$ cat config.mk
export PLATFORM = sky130hd
export DESIGN_NAME = rd_xfer_bndry_tracker
export DESIGN_NICKNAME = d
export VERILOG_FILES = /design/src/rtl/rd_xfer_bndry_tracker.sv
export SDC_FILE = /design/constraint.sdc
export NUM_CORES = 1
export LEC_CHECK = 0
export CAP_MARGIN = 40
export CORE_UTILIZATION = 50
export CTS_BUF_LIST = sky130_fd_sc_hd__clkbuf_4 sky130_fd_sc_hd__clkbuf_8 sky130_fd_sc_hd__clkbuf_16
export CTS_CLUSTER_SIZE = 25
export DETAILED_ROUTE_END_ITERATION = 8
export PLACE_DENSITY = 0.89
export SLEW_MARGIN = 10
export SYNTH_ARGS = -nofsm -noshare
export SYNTH_HDL_FRONTEND = slang
export SYNTH_SLANG_ARGS = --single-unit
$ cat constraint.sdc
create_clock -name dqs_inv -period 4.7 [get_ports dqs_inv]
set_clock_uncertainty 0.15 [all_clocks]
set_input_delay 0.47 -clock dqs_inv [delete_from_list [all_inputs] [get_ports dqs_inv]]
set_output_delay 0.47 -clock dqs_inv [all_outputs]
set_load 0.005 [all_outputs]
$ cat src/rtl/rd_xfer_bndry_tracker.sv
// Per-beat read address tracker for the xSPI receive path, clocked by the inverted DQS strobe.
// It gates RCV_DQ_FIFO writes and reports page-boundary splits, wrap progress and transfer completion.
module rd_xfer_bndry_tracker #(
   parameter int AXI_ADDR_WIDTH = 32,
   parameter int BEAT_BYTES     = 2,
   parameter int LEN_WIDTH      = 12,
   parameter int MIN_DQS_EDGES  = 4
) (
   input  logic                      dqs_inv,
   input  logic                      rst_n,
   input  logic [3:0]                mem_page_size,
   input  logic                      mr_access_reg,
   input  logic                      start_track,
   input  logic                      stop_read,
   input  logic                      wr_rd,
   input  logic [1:0]                xfer_btype,
   input  logic [1:0]                wrap_size,
   input  logic                      hybrid_wrap,
   input  logic                      rbx_en,
   input  logic [AXI_ADDR_WIDTH-1:0] first_addr,
   input  logic [LEN_WIDTH-1:0]      xfer_mem_len,
   output logic                      rcv_dq_fifo_wr_en,
   output logic                      cnt,
   output logic                      min_dqs_cnt_rch,
   output logic                      rd_pg_bndry_expired,
   output logic                      xfer_done,
   output logic                      wrap_phase,
   output logic [AXI_ADDR_WIDTH-1:0] rd_last_addr,
   output logic [LEN_WIDTH-1:0]      beats_left
);

   localparam int BB_LOG = $clog2(BEAT_BYTES);

   localparam logic [1:0] ST_IDLE    = 2'd0;
   localparam logic [1:0] ST_RUN     = 2'd1;
   localparam logic [1:0] ST_EXPIRED = 2'd2;
   localparam logic [1:0] ST_DONE    = 2'd3;

   localparam logic [1:0] BTYPE_WRAP = 2'b10;

   localparam logic [AXI_ADDR_WIDTH-1:0] BEAT_INC   = AXI_ADDR_WIDTH'(BEAT_BYTES);
   localparam logic [AXI_ADDR_WIDTH-1:0] ALIGN_MASK = ~AXI_ADDR_WIDTH'(BEAT_BYTES - 1);
   localparam logic [3:0]                DQS_LAST   = 4'(MIN_DQS_EDGES - 1);

   logic [1:0]                state;
   logic                      wr_en_int;
   logic [7:0]                wrap_cnt;
   logic [3:0]                dqs_cnt;

   logic                      idle_start;
   logic                      capture;
   logic [AXI_ADDR_WIDTH-1:0] cur_addr;
   logic                      cur_wrap;
   logic [7:0]                win_bytes;
   logic [7:0]                win_beats;
   logic [AXI_ADDR_WIDTH-1:0] win_mask;
   logic [AXI_ADDR_WIDTH-1:0] win_base;
   logic [AXI_ADDR_WIDTH-1:0] lin_addr;
   logic [AXI_ADDR_WIDTH-1:0] next_addr;
   logic [7:0]                wrap_cnt_next;
   logic                      win_complete;
   logic [LEN_WIDTH-1:0]      len_one;
   logic [LEN_WIDTH-1:0]      len_eff;
   logic [LEN_WIDTH-1:0]      beats_next;
   logic                      done_now;
   logic                      page_valid;
   logic [AXI_ADDR_WIDTH-1:0] page_mask;
   logic                      page_split;

   assign idle_start = (state == ST_IDLE) && start_track && !wr_rd;
   assign capture    = !stop_read && (idle_start || (state == ST_RUN));

   // The first beat comes from first_addr; every later beat from the stored resume address.
   assign cur_addr = (state == ST_IDLE) ? (first_addr & ALIGN_MASK) : rd_last_addr;
   assign cur_wrap = (state == ST_IDLE) ? (xfer_btype == BTYPE_WRAP) : wrap_phase;

   assign win_bytes     = 8'd16 << wrap_size;
   assign win_beats     = win_bytes >> BB_LOG;
   assign win_mask      = AXI_ADDR_WIDTH'(win_bytes - 8'd1);
   assign win_base      = cur_addr & ~win_mask;
   assign lin_addr      = cur_addr + BEAT_INC;
   assign wrap_cnt_next = ((state == ST_IDLE) ? 8'd0 : wrap_cnt) + 8'd1;
   assign win_complete  = cur_wrap && (wrap_cnt_next == win_beats);

   always_comb begin
      next_addr = lin_addr;
      if (cur_wrap) begin
         if (win_complete && hybrid_wrap)
            next_addr = win_base + AXI_ADDR_WIDTH'(win_bytes);
         else
            next_addr = win_base | (lin_addr & win_mask);
      end
   end

   // A pure wrap burst can never run past its window, so the length is clamped to it.
   always_comb begin
      len_one = (xfer_mem_len == '0) ? LEN_WIDTH'(1) : xfer_mem_len;
      len_eff = len_one;
      if ((xfer_btype == BTYPE_WRAP) && !hybrid_wrap && (len_one > LEN_WIDTH'(win_beats)))
         len_eff = LEN_WIDTH'(win_beats);
   end

   assign beats_next = ((state == ST_IDLE) ? len_eff : beats_left) - LEN_WIDTH'(1);
   assign done_now   = (beats_next == '0);
   assign page_valid = (mem_page_size >= 4'd6);
   assign page_mask  = AXI_ADDR_WIDTH'((64'd1 << mem_page_size) - 64'd1);
   assign page_split = !cur_wrap && !rbx_en && page_valid &&
                       ((next_addr & page_mask) == '0) && !done_now;

   assign rcv_dq_fifo_wr_en = mr_access_reg || idle_start || ((state == ST_RUN) && wr_en_int);

   always_ff @(posedge dqs_inv or negedge rst_n) begin
      if (!rst_n) begin
         state               <= ST_IDLE;
         cnt                 <= 1'b0;
         rd_pg_bndry_expired <= 1'b0;
         xfer_done           <= 1'b0;
         wrap_phase          <= 1'b0;
         rd_last_addr        <= '0;
         beats_left          <= '0;
         wr_en_int           <= 1'b1;
         wrap_cnt            <= '0;
      end else if (stop_read) begin
         // rd_last_addr is deliberately kept so a split transfer can resume from it.
         state               <= ST_IDLE;
         cnt                 <= 1'b0;
         rd_pg_bndry_expired <= 1'b0;
         xfer_done           <= 1'b0;
         wrap_phase          <= 1'b0;
         beats_left          <= '0;
         wr_en_int           <= 1'b0;
         wrap_cnt            <= '0;
      end else if (capture) begin
         cnt          <= 1'b1;
         rd_last_addr <= next_addr;
         beats_left   <= beats_next;
         wrap_phase   <= cur_wrap && !win_complete;
         wrap_cnt     <= wrap_cnt_next;
         if (done_now) begin
            state     <= ST_DONE;
            xfer_done <= 1'b1;
         end else if (page_split) begin
            state               <= ST_EXPIRED;
            rd_pg_bndry_expired <= 1'b1;
            wr_en_int           <= 1'b0;
         end else begin
            state     <= ST_RUN;
            wr_en_int <= 1'b1;
         end
      end
   end

   always_ff @(posedge dqs_inv or negedge rst_n) begin
      if (!rst_n) begin
         dqs_cnt         <= '0;
         min_dqs_cnt_rch <= 1'b0;
      end else if (stop_read) begin
         dqs_cnt         <= '0;
         min_dqs_cnt_rch <= 1'b0;
      end else if (dqs_cnt == DQS_LAST) begin
         min_dqs_cnt_rch <= 1'b1;
      end else begin
         dqs_cnt <= dqs_cnt + 4'd1;
      end
   end

endmodule

==> key figures, run 1 <==
Outcome
  – Outcome: complete, no violations

Logic synthesis
  – Commonest cells post-synth: nand2_1, nor2_1, dfrtp_1
  – Synth top area share: 0.234
  – Ys async rst share: 1.00
  – Post-synthesis instance area: a little under 0.007 mm2
  – Prevailing post-synth register cell: dfrtp_1
  – Net Count, Synth: 957
  – Synthesized area per cell: 7.62 um2
  – Post-Syn Instances: approximately 880
  – Yosys top cell by area: dfrtp_1
  – EDFF count, synth: 0
  – Seq cells post-synth: 64
  – Register area share after synthesis: 0.238
  – YS warnings: 0
  – Top-count cell post-synth: nand2_1
  – Synth area leaders: dfrtp_1, nand2_1, nor2_1
  – Cell variety after synth: 100

Clocking
  – CTS sink count: 64
  – Clock buffer depth: 2
  – Post-CTS sizing: 0
  – Max H-tree Level: 3
  – CTS buffer count: 9
  – TritonCTS clock tree: yes
  – Worst skew pair latency: 0.35 ns
  – Root Buffer: clkbuf_16
  – Reg clk slew, reported paths: 0.06 ns

STA
  – Hold slack final: ~0.017 ns
  – Final worst-path cycle share: 0.933
  – Slew Limit Fails: 0
  – Final Setup Violations: 0
  – Setup ws final: 0.315 ns
  – Worst rel slew slack: 0.439
  – Fmax: 228 MHz
  – Worst Tran Pin Value: 0.839 ns
  – Final Critical Period: between 4 and 5 ns
  – Final hold vios: 0

Floorplan
  – Site Rows: between 40 and 50
  – Die Wd: 118 um
  – Initial Utilization: 0.510
  – Die area: 0.0139 mm2
  – Core area: 0.0132 mm2
  – Die H: 118 um
  – IO Count: 110

Setup path
  – Startpoint Class: register
  – CP max FO: 10
  – Crit-path cells: or2_1 -> and2_1 -> ha_1 -> nand3_1 -> or4_1 -> o311ai_1 -> a31oi_4 -> and2_1 -> buf_4 -> o2111ai_1 -> o21ai_0 -> nor4_1 -> nand4_1 -> a211oi_1
  – Endpoint type of the worst setup path: register
  – Required time worst endpoint: about 4.8 ns
  – Worst reg2reg path depth: 14
  – R2r startpoint: state[1]
  – Crit-path slowest cell: dfrtp_1
  – Reg2Reg Setup Slack: between 0.3 and 0.4 ns
  – Data arrival, critical path: ~4.5 ns
  – Crit path top cell by count: and2_1
  – Critical path class: reg -> reg
  – RR Endpoint: state[1]
  – Worst path max stage delay: 0.54 ns

Routing
  – Antenna Nets Post-Route: 0
  – Residual DRC: 0
  – Vias per std cell: between 6 and 7
  – WL/cell: approximately 18 um
  – Via count: 7451
  – Starting DRT DRC Count: 766
  – First-pass DRT Iterations: 6
  – Routed wire length: 20.8 mm

Final layout
  – Share of cells above drive strength 1: 0.0977
  – Final Core Density: 0.633
  – Nets: 1052
  – Synthesis-to-finish area growth: 24.1%
  – N_diodes: 0

Global routing
  – Initial antenna violation count: 0
  – Largest net degree at the start of global routing: 54
  – First-pass GRT wire length: around 34 mm
  – Overflow after GRT: 0
  – GRT Total Usage: 0.298
  – Vias in the first global route: 7000

Place
  – DP Worst Slack: 0.0438 ns
  – GPL Wtd Cong: 0.938
  – Dpl hpwl: 15.0 mm
  – Count of input and output buffers: 108

Power
  – PD cells: 272 mW/mm2
  – LEAKAGE: 3.37 nW
  – Peak supply drop: 0.174 mV

Worst hold path
  – Worst hold path type: in -> async

Job
  – Max Cap Viol: 0
==> cells in the final DEF, fill, tap and decap left out, types with 6 or more instances in the layout <==
cell | netlist | routed
a211oi_1 | 9 | 9
a21oi_1 | 49 | 49
a221oi_1 | 8 | 8
a31oi_1 | 11 | 11
and2_1 | 9 | 9
and3_1 | 17 | 17
buf_4 | 1 | 33
clkbuf_16 | 0 | 9
clkdlybuf4s50_1 | 0 | 107
dfrtp_1 | 63 | 63
ha_1 | 14 | 14
inv_1 | 15 | 15
mux2_2 | 8 | 8
mux2i_1 | 32 | 32
nand2_1 | 127 | 127
nand2b_1 | 10 | 10
nand3_1 | 35 | 35
nand3b_1 | 8 | 8
nand4_1 | 11 | 11
nor2_1 | 88 | 88
nor2b_1 | 7 | 7
nor3_1 | 23 | 23
nor4_1 | 9 | 9
nor4b_1 | 6 | 6
o2111ai_1 | 6 | 6
o211ai_1 | 20 | 20
o21ai_0 | 59 | 59
or3_1 | 7 | 7
xnor2_1 | 22 | 22
xor2_1 | 18 | 18
==> power breakdown <==
part / internal, W / switching, W
Sequential: 0.000631 / 0.000103
Combinational: 0.000381 / 0.000406
Clock: 0.000484 / 0.000265
Total: 0.00150 / 0.000774
==> kinds of logic after synthesis <==
logic type | Yosys count | share of synthesized area
compound gates | 244 | 0.253
xor+xnor | 40 | 0.0521
fa+ha+maj | 14 | 0.0260
buf+inv | 73 | 0.0480
flops | 64 | 0.238
mux | 41 | 0.0643
simple gates | 407 | 0.319
==> metal layers <==
metal  track usage  vias up  wire length (um)
met5             0        -                 0
li1              -     3477                 -
met4         0.160        0               662
met1         0.378     3449              8630
met3        0.0504       71              1790
met2         0.482      454              9730
==> worst max-delay path by stage <==
stage,start,depth (start not counted),endpoint,slack (ns)
after floorplan,state[0],20,rd_last_addr[29],0.05
after global placement,wrap_size[1],20,state[0],0.13
after detailed placement,wrap_size[1],20,state[0],0.04
after CTS,wrap_size[1],20,state[0],0.38
after global routing,wrap_size[1],20,state[1],-0.003
final,state[1],14,state[1],0.31
==> critical path, delay by kind of cell (launching register included) <==
family                   cells  cell delay, ns
AND/OR/NAND/NOR              7            2.17
buffers and inverters        1            0.20
flip-flops                   1            0.54
AO/OA/AOI/OAI                5            0.94
adder cells (fa/ha/maj)      1            0.28
==> state kept, by name, summed over array words and instances (netlist names) <==
register and cells:
beats_left 12, min_dqs_cnt_rch 1, xfer_done 1, rd_last_addr 32, rd_pg_bndry_expired 1, wr_en_int 1, state 2, wrap_cnt 8
dqs_cnt 4, wrap_phase 1, cnt 1
==> per-stage QoR <==
stage          setup TNS [ns]  power (W)  std cells  area [um2]
6_report                    0    0.00227       1159        8350
5_1_grt              -0.00286    0.00237       1159        8350
4_1_cts                     0    0.00225       1157        8340
3_5_place_dp                0    0.00150       1141        8010
3_3_place_gp                0    0.00149       1141        8010
2_1_floorplan               0    0.00115        883        6730
==> timing repair <==
action	CTS	global route
setup endpoints to repair	0	2
setup buffers	0	2
hold buffers	0	0
endpoints found under the hold margin	0	0
==> cell type report <==
cell class	count	area [um2]
clock buffers	11	246
inverters	15	56.3
multi-input cells	746	4800
repair buffers	142	1340
well taps	176	220
clock inverters	5	80.1
flip-flops and latches	64	1600
fillers	1121	4840
Note: power is estimated with default switching activity, not from simulation.
==> run 2: changes to the inputs <==
--- a/config.mk
+++ b/config.mk
@@ -6,6 +6,7 @@
 export NUM_CORES = 1
 export LEC_CHECK = 0
 export CAP_MARGIN = 40
+export CORE_MARGIN = 2
 export CORE_UTILIZATION = 50
 export CTS_BUF_LIST = sky130_fd_sc_hd__clkbuf_4 sky130_fd_sc_hd__clkbuf_8 sky130_fd_sc_hd__clkbuf_16
 export CTS_CLUSTER_SIZE = 25
==> run 2 against run 1 <==
Compared with the run above:
- fmax up 2.5%
- critical endpoint unchanged
- non-clock buffer count is 1 higher
- clock power up 6.4%
- sequential cell count is the same
==> key figures, run 2 (synthesis gave the netlist of run 1 again) <==
Outcome
  – Outcome: complete, no violations

Clocking
  – Worst skew pair latency: 0.36 ns (about the same)
  – Clock buffer depth: 2 (unchanged)
  – Cts hold-fix bufs: 0 (unchanged)
  – Max H-tree Level: 3 (unchanged)
  – Post CTS Setup Buffer Count: 0 (unchanged)
  – CTS sink count: 64 (unchanged)
  – Reg clk slew, reported paths: 0.06 ns (about the same)
  – Post-CTS sizing: 0 (unchanged)
  – Root Buffer: clkbuf_16
  – CTS buffer count: 9 (unchanged)
  – TritonCTS clock tree: yes

Routing
  – WL/cell: 18.1 um (+0.86%)
  – Max layer used: met4
  – WL met1: 8.73 mm (+1.2%)
  – Antenna Nets Post-Route: 0 (unchanged)
  – Vias per std cell: 6.42 (-0.18%)
  – Routed wire length: 21.0 mm (+0.95%)
  – Starting DRT DRC Count: 853 (+11%)
  – Residual DRC: 0 (unchanged)
  – Met3 wire length: 1.82 mm (+1.6%)
  – First-pass DRT Iterations: 5 (-1)
  – Met2 routed WL: 9.79 mm (+0.66%)
  – Via count: 7444 (-0.094%)

Power
  – PD cells: 277 mW/mm2 (+1.8%)
  – Switching Power: 0.000783 W (+1.2%)
  – Switch share: 0.338 (-0.00258)
  – Clock power share: 0.344 (+0.014)
  – LEAKAGE: 3.38 nW (+0.28%)
  – Internal power: 0.00153 W (+2.4%)
  – Flop pwr share: 0.317 (-0.006)
  – Comb power frac: 0.339 (-0.008)
  – Peak supply drop: 0.190 mV (+9.2%)

Floorplan
  – Die Wd: 120 um (+1.7%)
  – Initial Utilization: 0.510 (unchanged)
  – Site Rows: 42 (unchanged)
  – Die H: 120 um (+1.7%)
  – Core area: 0.0132 mm2 (unchanged)
  – IO Count: 110 (unchanged)
  – Die area: 0.0144 mm2 (+3.4%)

Place
  – # placed instances: 1144 (+0.26%)
  – Dpl hpwl: 14.9 mm (-1.1%)
  – Count of input and output buffers: 108 (unchanged)
  – GPL Wtd Cong: 0.925 (-1.4%)
  – DP Worst Slack: 0.0855 ns (+0.0417 ns)

Setup path
  – CP max FO: 9 (-1)
  – Crit-path cells: clkdlybuf4s50_1 -> or2_2 -> inv_1 -> ha_1 -> nor2b_1 -> o211ai_1 -> a21o_1 -> nand2_1 -> nand2_1 -> o21ai_0 -> nor2_1 -> a21oi_1 -> ha_1 -> o211ai_1 -> nand2_1 -> a311o_1 -> o21ai_0 -> nand4b_1 -> nor2b_1 -> a211oi_1
  – Required time worst endpoint: 4.81 ns (about the same)
  – Critical path class: in -> reg
  – Data arrival, critical path: 4.39 ns (-0.10 ns)
  – Crit path top cell by count: nand2_1
  – Startpoint Class: input port
  – Worst path max stage delay: 0.46 ns (-0.08 ns)
  – Endpoint type of the worst setup path: register
  – Crit-path slowest cell: clkdlybuf4s50_1

STA
  – Final Setup Violations: 0 (unchanged)
  – Final hold vios: 0 (unchanged)
  – Worst Tran Pin Value: 0.741 ns (-0.0980 ns)
  – RSZ-0062 raised after global routing: no
  – Hold slack final: 0.00222 ns (-0.0148 ns)
  – Worst rel slew slack: 0.505 (+0.0655)
  – Final worst-path cycle share: 0.911 (-0.0225)
  – Fmax: 234 MHz (+2.5%)
  – Setup TNS: 0 ns (unchanged)
  – Slew Limit Fails: 0 (unchanged)
  – Final Critical Period: 4.28 ns (-0.106 ns)
  – Setup ws final: 0.420 ns (+0.106 ns)

Final layout
  – Commonest non-fill, non-tap cells in the layout: nand2_1, clkdlybuf4s50_1, nor2_1, dfrtp_1, o21ai_0
  – Max reg flops: 32 (unchanged)
  – Non-Filler Instances: 1160 (+0.086%)
  – Share of cells above drive strength 1: 0.0976 (-0.0000992)
  – Biggest register: rd_last_addr
  – Nets: 1053 (+0.095%)
  – Synthesis-to-finish area growth: 24.3%
  – Top Registers: rd_last_addr x32, beats_left x12, wrap_cnt x8
  – Commonest non-fill, non-tap cell in the layout: nand2_1
  – N_diodes: 0 (unchanged)

Global routing
  – Largest net degree at the start of global routing: 41 (-24%)
  – Overflow after GRT: 0 (unchanged)
  – GRT Total Usage: 0.289 (-0.00845)
  – Initial antenna violation count: 0 (unchanged)
  – Vias in the first global route: 6856 (-2.1%)
  – First-pass GRT wire length: 33.8 mm (-0.12%)

Worst hold path
  – Worst hold path type: in -> async

Job
  – Max Cap Viol: 0 (unchanged)
## run 2: cell count changes in the layout (fill, tap and decap cells not counted)
cell / previous run / this run
buf_1: 0 / 1
buf_12: 1 / 0
buf_8: 0 / 1
bufinv_16: 2 / 3
clkbuf_8: 1 / 0
clkinv_2: 1 / 2
clkinvlp_4: 2 / 1
## run 2: per-layer routing
| metal | up-vias | GRT usage |
|---|---|---|
| li1 | 3470 | - |
| met1 | 3514 | 0.378 |
| met2 | 392 | 0.466 |
| met3 | 68 | 0.0637 |
| met4 | 0 | 0.112 |
| met5 | - | 0 |
## run 2: stage by stage
stage	power, W	cell area, um2	util
floorplan	0.00115	6730	-
global placement	0.00148	8010	0.607
detailed placement	0.00150	8030	0.609
CTS	0.00230	8370	0.634
global route	0.00242	8370	0.634
finish	0.00231	8370	0.634
## run 2: final timing paths
path                       cells after the start  slack (ns)               to            start
setup / recovery                              20        0.42         state[1]     wrap_size[0]
hold / removal                                 1       0.002    beats_left[5]            rst_n
setup reg to reg                              14        0.44         state[1]         state[0]
hold reg to reg                                2        0.35  min_dqs_cnt_rch  min_dqs_cnt_rch
max in group asynchronous                      2        3.42        wr_en_int            rst_n
min in group dqs_inv                           2        0.35  min_dqs_cnt_rch  min_dqs_cnt_rch
## run 2: area by class of cell
class | instances | area, um2
fillers | 1105 | 4820
repair buffers | 143 | 1340
multi-input cells | 746 | 4800
inverters | 15 | 56.3
well taps | 176 | 220
clock inverters | 6 | 108
clock buffers | 10 | 233
flip-flops and latches | 64 | 1600
## run 2: critical path, delay by kind of cell
kind,cells,cell delay [ns]
adders and majority gates,2,0.40
AOI/OAI and AO/OA,8,1.60
buffers and inverters,2,0.61
and+or+nand+nor,8,1.30
## run 2: power groups by stage
stage	logic (W)	clock network, W	registers [W]
after CTS	0.000775	0.000794	0.000729
after detailed placement	0.000767	0	0.000737
after floorplan	0.000429	0	0.000719
after global routing	0.000850	0.000825	0.000745
final	0.000784	0.000797	0.000734
after global placement	0.000748	0	0.000735
